`src/rtl/memory_game_pkg.sv`:
```
// Shared types and constants for the 4x4 memory game control slice.
package memory_game_pkg;

    localparam int          GRID              = 4;
    localparam logic [15:0] LFSR_TAPS         = 16'hB400;
    localparam logic [15:0] LFSR_DEFAULT_SEED = 16'hACE1;

    typedef enum logic [2:0] {
        ST_INIT  = 3'd0,
        ST_FLASH = 3'd1,
        ST_PLAY  = 3'd2,
        ST_WIN   = 3'd3,
        ST_LOSE  = 3'd4
    } state_e;

    function automatic logic [4:0] popcount16(input logic [15:0] v);
        logic [4:0] n;
        n = '0;
        for (int i = 0; i < 16; i++) begin
            n = n + {4'd0, v[i]};
        end
        return n;
    endfunction

    // Bit order matches the renderer: {Ql, Qg, Qp, Qfo, Qi}.
    function automatic logic [4:0] stateOneHot(input state_e s);
        logic [4:0] oh;
        case (s)
            ST_INIT:  oh = 5'b00001;
            ST_FLASH: oh = 5'b00010;
            ST_PLAY:  oh = 5'b00100;
            ST_WIN:   oh = 5'b01000;
            ST_LOSE:  oh = 5'b10000;
            default:  oh = 5'b00001;
        endcase
        return oh;
    endfunction

endpackage

```
`src/rtl/memory_game_fsm_lfsr16.sv`:
```
// Free-running 16-bit Fibonacci LFSR (x^16+x^14+x^13+x^11+1); never reaches zero from a non-zero seed.
module lfsr16
    import memory_game_pkg::*;
#(
    parameter logic [15:0] SEED = LFSR_DEFAULT_SEED
) (
    input  logic        clk,
    input  logic        rst,
    output logic [15:0] value_o
);

    logic [15:0] lfsr_q;
    logic [15:0] lfsr_d;

    always_comb begin
        lfsr_d = {lfsr_q[14:0], ^(lfsr_q & LFSR_TAPS)};
    end

    always_ff @(posedge clk or posedge rst) begin
        if (rst) begin
            lfsr_q <= SEED;
        end else begin
            lfsr_q <= lfsr_d;
        end
    end

    assign value_o = lfsr_q;

endmodule

```
`src/rtl/memory_game_fsm.sv`:
```
// Memory game controller: pattern capture, timed flash, cursor/guess tracking and win/lose decision.
module memory_game_fsm
    import memory_game_pkg::*;
#(
    parameter int          SHOW_CYCLES = 100_000_000,
    parameter logic [15:0] LFSR_SEED   = LFSR_DEFAULT_SEED
) (
    input  logic       clk,
    input  logic       rst,
    input  logic       BtnU,
    input  logic       BtnD,
    input  logic       BtnL,
    input  logic       BtnR,
    input  logic       BtnC,
    output logic [1:0] X,
    output logic [1:0] Y,
    output logic [3:0] A0,
    output logic [3:0] A1,
    output logic [3:0] A2,
    output logic [3:0] A3,
    output logic [3:0] B0,
    output logic [3:0] B1,
    output logic [3:0] B2,
    output logic [3:0] B3,
    output logic       Qi,
    output logic       Qfo,
    output logic       Qp,
    output logic       Qg,
    output logic       Ql
);

    localparam int            TW         = (SHOW_CYCLES > 1) ? $clog2(SHOW_CYCLES) : 1;
    localparam logic [TW-1:0] TIMER_LAST = TW'(SHOW_CYCLES - 1);

    state_e                          state_q, state_d;
    logic [4:0]                      onehot_q, onehot_d;
    logic [1:0]                      x_q, x_d;
    logic [1:0]                      y_q, y_d;
    logic [GRID-1:0][GRID-1:0]       a_q, a_d;
    logic [GRID-1:0][GRID-1:0]       b_q, b_d;
    logic [4:0]                      hits_q, hits_d;
    logic [4:0]                      target_q, target_d;
    logic [TW-1:0]                   timer_q, timer_d;
    logic [15:0]                     lfsrValue;

    lfsr16 #(
        .SEED (LFSR_SEED)
    ) u_lfsr (
        .clk     (clk),
        .rst     (rst),
        .value_o (lfsrValue)
    );

    always_comb begin
        state_d  = state_q;
        x_d      = x_q;
        y_d      = y_q;
        a_d      = a_q;
        b_d      = b_q;
        hits_d   = hits_q;
        target_d = target_q;
        timer_d  = timer_q;

        case (state_q)
            ST_INIT: begin
                if (BtnC) begin
                    a_d      = lfsrValue;
                    target_d = popcount16(lfsrValue);
                    state_d  = ST_FLASH;
                end
            end
            ST_FLASH: begin
                if (timer_q == TIMER_LAST) begin
                    timer_d = '0;
                    state_d = ST_PLAY;
                end else begin
                    timer_d = timer_q + TW'(1);
                end
            end
            ST_PLAY: begin
                // Guess outranks movement; the chosen cell's B bit lands together with any terminal state.
                if (BtnC) begin
                    if (!b_q[x_q][y_q]) begin
                        b_d[x_q][y_q] = 1'b1;
                        if (!a_q[x_q][y_q]) begin
                            state_d = ST_LOSE;
                        end else begin
                            hits_d = (hits_q == 5'd16) ? hits_q : hits_q + 5'd1;
                            if ((hits_q + 5'd1) == target_q) begin
                                state_d = ST_WIN;
                            end
                        end
                    end
                end else if (BtnU) begin
                    x_d = x_q - 2'd1;
                end else if (BtnD) begin
                    x_d = x_q + 2'd1;
                end else if (BtnL) begin
                    y_d = y_q - 2'd1;
                end else if (BtnR) begin
                    y_d = y_q + 2'd1;
                end
            end
            ST_WIN, ST_LOSE: begin
                if (BtnC) begin
                    x_d      = '0;
                    y_d      = '0;
                    a_d      = '0;
                    b_d      = '0;
                    hits_d   = '0;
                    target_d = '0;
                    timer_d  = '0;
                    state_d  = ST_INIT;
                end
            end
            default: begin
                state_d = ST_INIT;
            end
        endcase

        onehot_d = stateOneHot(state_d);
    end

    always_ff @(posedge clk or posedge rst) begin
        if (rst) begin
            state_q  <= ST_INIT;
            onehot_q <= 5'b00001;
            x_q      <= '0;
            y_q      <= '0;
            a_q      <= '0;
            b_q      <= '0;
            hits_q   <= '0;
            target_q <= '0;
            timer_q  <= '0;
        end else begin
            state_q  <= state_d;
            onehot_q <= onehot_d;
            x_q      <= x_d;
            y_q      <= y_d;
            a_q      <= a_d;
            b_q      <= b_d;
            hits_q   <= hits_d;
            target_q <= target_d;
            timer_q  <= timer_d;
        end
    end

    assign X   = x_q;
    assign Y   = y_q;
    assign A0  = a_q[0];
    assign A1  = a_q[1];
    assign A2  = a_q[2];
    assign A3  = a_q[3];
    assign B0  = b_q[0];
    assign B1  = b_q[1];
    assign B2  = b_q[2];
    assign B3  = b_q[3];
    assign Qi  = onehot_q[0];
    assign Qfo = onehot_q[1];
    assign Qp  = onehot_q[2];
    assign Qg  = onehot_q[3];
    assign Ql  = onehot_q[4];

endmodule

```
`config.mk`:
```
export PLATFORM = sky130hd
export DESIGN_NAME = memory_game_fsm
export DESIGN_NICKNAME = d
export VERILOG_FILES = /design/src/rtl/memory_game_pkg.sv /design/src/rtl/memory_game_fsm_lfsr16.sv /design/src/rtl/memory_game_fsm.sv
export SDC_FILE = /design/constraint.sdc
export NUM_CORES = 1
export LEC_CHECK = 0
export ABC_AREA = 1
export CELL_PAD_IN_SITES_DETAIL_PLACEMENT = 1
export CELL_PAD_IN_SITES_GLOBAL_PLACEMENT = 1
export CORE_MARGIN = 1
export CORE_UTILIZATION = 43
export DETAILED_ROUTE_END_ITERATION = 7
export GPL_TIMING_DRIVEN = 0
export HOLD_SLACK_MARGIN = 0.1
export PLACE_DENSITY_LB_ADDON = 0.1
export REMOVE_ABC_BUFFERS = 1
export SLEW_MARGIN = 40
export SYNTH_ARGS = -nofsm -noshare
export SYNTH_HDL_FRONTEND = slang
export SYNTH_SLANG_ARGS = --single-unit
```
`constraint.sdc`:
```
create_clock -name clk -period 4.71 [get_ports clk]
set_clock_uncertainty 0.05 [all_clocks]
set_input_delay 0.942 -clock clk [delete_from_list [all_inputs] [get_ports clk]]
set_output_delay 0.942 -clock clk [all_outputs]
set_load 0.02 [all_outputs]
```
# ---- After elaboration in Yosys (flattened, before gate mapping)
# Index checks and enable logic that the tools add are counted.
dict set report word_totals {
  input_bits 7
  regBits 97
  memories 0
  wordCells 127
  romBits 0
  mem_bits_rw 0
  latch_bits 0
  out_inout_bits 41
}
dict set report op_classes {
  magnitude_cmp 4
  n_bitwise 1
  addsub 21
  reduce_logical 14
  shifts 0
  mul 0
  n_eq_ne 22
  n_mux 49
  div_mod_pow 0
}
# op n
set ops {}
lappend ops {{16-bit 2-to-1 mux} 4}
lappend ops {{16-bit case mux with 2 select lines} 2}
lappend ops {{5-bit by 1-bit adder with 5-bit output} 11}
lappend ops {{27-bit 2-to-1 mux} 2}
lappend ops {{27-bit case mux with 2 select lines} 1}
lappend ops {{5-bit 2-to-1 mux} 6}
lappend ops {{27-bit by 1-bit adder with 27-bit output, second input constant} 1}
lappend ops {{27-bit equality test, second input constant} 1}
lappend ops {{3-bit 2-to-1 mux} 7}
lappend ops {{5-bit case mux with 2 select lines} 2}
lappend ops {{5-bit case mux with 4 select lines} 1}
lappend ops {{2-bit 2-to-1 mux} 9}
lappend ops {{2-bit inequality test, second input constant} 9}
lappend ops {{4-bit binary-select mux with 2-bit select} 2}
lappend ops {{16-bit bitwise OR} 1}
lappend ops {{16-bit parity} 1}
lappend ops {{3-bit by 2-bit equality test with 1-bit output, second input constant} 4}
lappend ops {{4-bit 2-to-1 mux} 3}
lappend ops {{3-bit case mux with 4 select lines} 1}
lappend ops {{6-bit AND reduction} 2}
lappend ops {{4-bit demux with 2-bit select} 1}
lappend ops {{2-bit case mux with 2 select lines} 2}
lappend ops {{4-bit AND reduction} 2}
lappend ops {{3-bit by 1-bit equality test with 1-bit output, second input constant} 2}
lappend ops {{22 further kinds} 34}

# ---- Longest topological paths before layout
dict set report logic_depth {
  depth_word 17
  depth_mapped 16
  mapped_depth_nobuf 14
}

# ---- By module
# From an unflattened synthesis, not the netlist that was laid out.
dict set report unflattened {
  cells_unflattened 724
  area_unflattened_um2 5530.3
}
# mod seq_area_each_um2 area_each_um2 cells_per_inst instances
set by_module_without_submodules {}
lappend by_module_without_submodules {memory_game_fsm 2028.2 4939.7 677 1}
lappend by_module_without_submodules {lfsr16 410.4 590.6 47 1}

# ---- Least setup slack after synthesis
# Ideal clock, no wire load.
dict set report synth_timing {
  path_kind {reg2reg}
  from {register u_lfsr.lfsr_q[5] (netlist: u_lfsr.value_o[5])}
  to {register target_q[2]}
  t_arrival_ns 3.330
  period_less_slack_ns 3.510
  path_slack_ns 1.200
  stages_incl_launch_ff 11
  path_cell_list {dfstp_2 -> inv_1 -> fa_1 -> fa_1 -> fa_1 -> fa_1 -> inv_1 -> ha_1 -> fa_1 -> xnor2_1 -> o22ai_1}
}
dict set report synth_via {
  elab_chain_cells 13
}
# item line_no
set synth_lines {}
lappend synth_lines {{start, declared} memory_game_fsm_lfsr16.sv:12} ;# logic [15:0] lfsr_q;
lappend synth_lines {{start signal, assigned} memory_game_fsm_lfsr16.sv:23} ;# lfsr_q <= lfsr_d;
lappend synth_lines {{5-bit by 1-bit adder with 5-bit output (11 in series)} memory_game_pkg.sv:20} ;# n = n + {4'd0, v[i]};
lappend synth_lines {{5-bit 2-to-1 mux} memory_game_fsm.sv:66} ;# if (BtnC) begin
lappend synth_lines {{5-bit case mux with 2 select lines} memory_game_fsm.sv:64} ;# case (state_q)
lappend synth_lines {{end signal, assigned} memory_game_fsm.sv:143} ;# target_q <= target_d;
lappend synth_lines {{end, declared} memory_game_fsm.sv:42} ;# logic [4:0] target_q, target_d;
# Every way passes these cells. The select of a mux whose other input is x is not followed.
# A chain may end at the register's enable or synchronous reset.

# ---- Worst setup path after layout
# Ends and elaborated chain as after synthesis.

==> results.md <==
- Async set-reset flop share out of synthesis: 1.00
- I/O Pins: 48
- Cells after DPL: 839
- Worst r2r src: u_lfsr.value_o[5]
- Net count, final: ~730
- RSZ-0062 raised after global routing: false
- First-pass DRT Iterations: 6
- Setup violators final: 0
- Gate Count Post-Synth: 665
- Failing checks: design-rule violations
- Clk slew on worst S/H paths: about 0.070 ns
- Fillers: between 1000 and 1500
- Slew Viols, Final: 0
- Avg Synthesized Cell Area: 7.87 µm²
- Power, Total: 3200 µW
- Worst slew margin: 0.454
- Crit end category: flop
- WP data arrival: between 3 and 4 ns
- Hold path depth: 0
- Number of setup buffers added after CTS: 0
- Prevailing post-synth register cell: dfrtp_1
- Vias in the first global route: 4887
- Yosys warnings: 0
- Starting DRT DRC Count: 186
- Initial core utilization: 0.449
- GRT Total Usage: 0.246
- Placed wire-length estimate: 10400 µm
- Drt wl/cell: 16.6 µm
- Yosys reg bits: 97
- Final Hold Fails: 0
- Congestion Overflow GR: 0
- Reg2reg end: target_q[2]
- IO buf count: 47
- Cts hold-fix bufs: 0
- Antenna cells: 0
- Vias per cell: 5.31
- PD cells: 523 nW/µm²
- Maximum VDD drop: 0.000325 V
- Clock Latency Late Sink: 0.35 ns
- Hold WC Path Type: reg2reg
- DRT antenna net count: 0
- Core Rows: 39
- Antenna violations before repair: 0
- Sw frac: 0.413
- Longest Clk Path Bufs: 2
- Core area: about 12000 µm²
- Fraction of layout cells with a size suffix above 1: 0.0562
- Flop-to-flop setup slack: 0.92 ns
- Net switching power: roughly 1300 µW
- Worst-Margin Slew: 0.819 ns
- FMAX: 264 MHz
- Crit-path max FO: 3
- Routed WL: 14200 µm
- Crit path kind: reg2reg
- Status: finished with violations
- Mapped cell area: 5240 µm²
- Die Ht: about 110 µm
- Worst R2R Path Depth: 10
- Non-Filler Instances: 855
- Worst endpoint required time: 4.86 ns
- Clock power frac: 0.216
- DR vias: 4542
- # clock sinks: between 90 and 100
- Crit path launch: u_lfsr.value_o[5]
- EDFF count, synth: 0
- Part of the Yosys area used for sequential elements: 0.466
- Commonest non-fill, non-tap cell in the layout: nand2_1
- Worst setup SP type: flop
- Most frequent cells in the layout: nand2_1 (150), inv_1 (102), dfrtp_1 (87)
- DIE WIDTH: 112 µm
- Largest net degree at the start of global routing: 67
- Worst hold endpoint: u_lfsr.value_o[7]
- Placer congestion estimate: about 0.8
- Max Cap Violations: 0
- Distinct cell type count after synthesis: 37
- Sequential Power Share: 0.394
- H-Tree Depth: 3
- Final worst-path cycle share: 0.805
- DRC Markers: 3
- Synthesis-to-layout area growth: 16.8%
- Leak: 0.00291 µW
- Die area: 12600 µm²
- Hold_sp: u_lfsr.value_o[6]
- Clock root buffer master: clkbuf_16
- Minimum clock period after layout: between 3 and 4 ns
- Comb pwr share: 0.390
- CTS tree: done
- Global-route wire length before repair: 24400 µm
- Post-CTS sizing: 0
- Total CTS buffers: 9
- Internal: approximately 1900 µW
[registers in the layout, indices dropped and copies added, names as in the netlist, 5 cells and up]
register / cells
timer_q: 27
u_lfsr.value_o: 16
hits_q: 5
onehot_q: 5
target_q: 5
[per-layer routing]
| metal | GRT usage | up-vias | part of all wire |
|---|---|---|---|
| met3 | 0.0443 | 18 | 0.030 |
| met2 | 0.405 | 69 | 0.48 |
| met4 | 0.0853 | 0 | 0.017 |
| li1 | - | 2219 | - |
| met5 | 0 | - | 0 |
| met1 | 0.329 | 2236 | 0.47 |
[cells by family after synthesis]
logic type,after synthesis,synth area share
buffers and inverters,124,0.0970
AO/OA/AOI/OAI,108,0.113
AND/OR/NAND/NOR,308,0.250
flip-flops,97,0.466
adder cells (fa/ha/maj),18,0.0574
XOR/XNOR,10,0.0167
[how the worst max path moves through the flow]
stage / end / cells past startpoint
floorplan: target_q[2] / 10
global placement: u_lfsr.value_o[14] / 2
detailed placement: target_q[2] / 10
CTS: target_q[2] / 10
global route: target_q[2] / 10
finish: target_q[2] / 10
[power by group through the flow]
| stage | Combinational [µW] | Clock, µW | Sequential, µW |
|---|---|---|---|
| floorplan | 657 | 0 | 1350 |
| global route | 1400 | 733 | 1290 |
| CTS | 1260 | 707 | 1260 |
| finish | 1250 | 691 | 1260 |
| detailed placement | 1250 | 0 | 1280 |
| global placement | 1200 | 0 | 1260 |
[synthesized netlist by cell type, types with 3 or more instances]
cell type | count | area [µm²]
a21oi_1 | 51 | 255
buf_6 | 5 | 56.3
clkbuf_1 | 9 | 33.8
dfrtp_1 | 88 | 2200
dfstp_2 | 9 | 236
fa_1 | 10 | 200
ha_1 | 8 | 100
inv_1 | 103 | 387
nand2_1 | 150 | 563
nand2_2 | 6 | 37.5
nand3_1 | 61 | 305
nand4_1 | 9 | 56.3
nor2_1 | 59 | 221
nor3_1 | 17 | 85.1
nor4_1 | 3 | 18.8
o21ai_0 | 31 | 155
o21ai_1 | 7 | 35.0
o22ai_1 | 7 | 43.8
xnor2_1 | 4 | 35.0
xor2_1 | 6 | 52.6
[final cells by class]
class	count	area, µm²	area share
Clock buffer	10	229	0.0375
Inverter	106	408	0.0667
Sequential cell	97	2440	0.399
Clock inverter	6	45.0	0.00737
Tap cell	143	179	0.0293
Multi-Input combinational cell	444	2300	0.376
Timing Repair Buffer	49	513	0.0839
[per-stage QoR]
step / hold slack (ns) / setup slack, ns / area, µm² / utilization / TNS, ns
3_5_place_dp: 0.328 / 0.934 / 5840 / 0.501 / 0
2_1_floorplan: 0.311 / 1.14 / 5130 / - / 0
6_report: 0.340 / 0.916 / 6110 / 0.524 / 0
3_3_place_gp: 0.323 / -0.389 / 5780 / 0.495 / -33.19
4_1_cts: 0.340 / 0.910 / 6110 / 0.524 / 0
5_1_grt: 0.348 / 0.771 / 6110 / 0.524 / 0
[worst max-delay path, cell delays in order (launching register included)]
cell	delay, ns
dfstp_2	0.57
inv_1	0.07
fa_1	0.55
fa_1	0.43
fa_1	0.50
fa_1	0.50
inv_1	0.04
ha_1	0.21
fa_1	0.41
xnor2_1	0.21
o22ai_1	0.10
No activity file was read; power rests on OpenSTA's default activity.
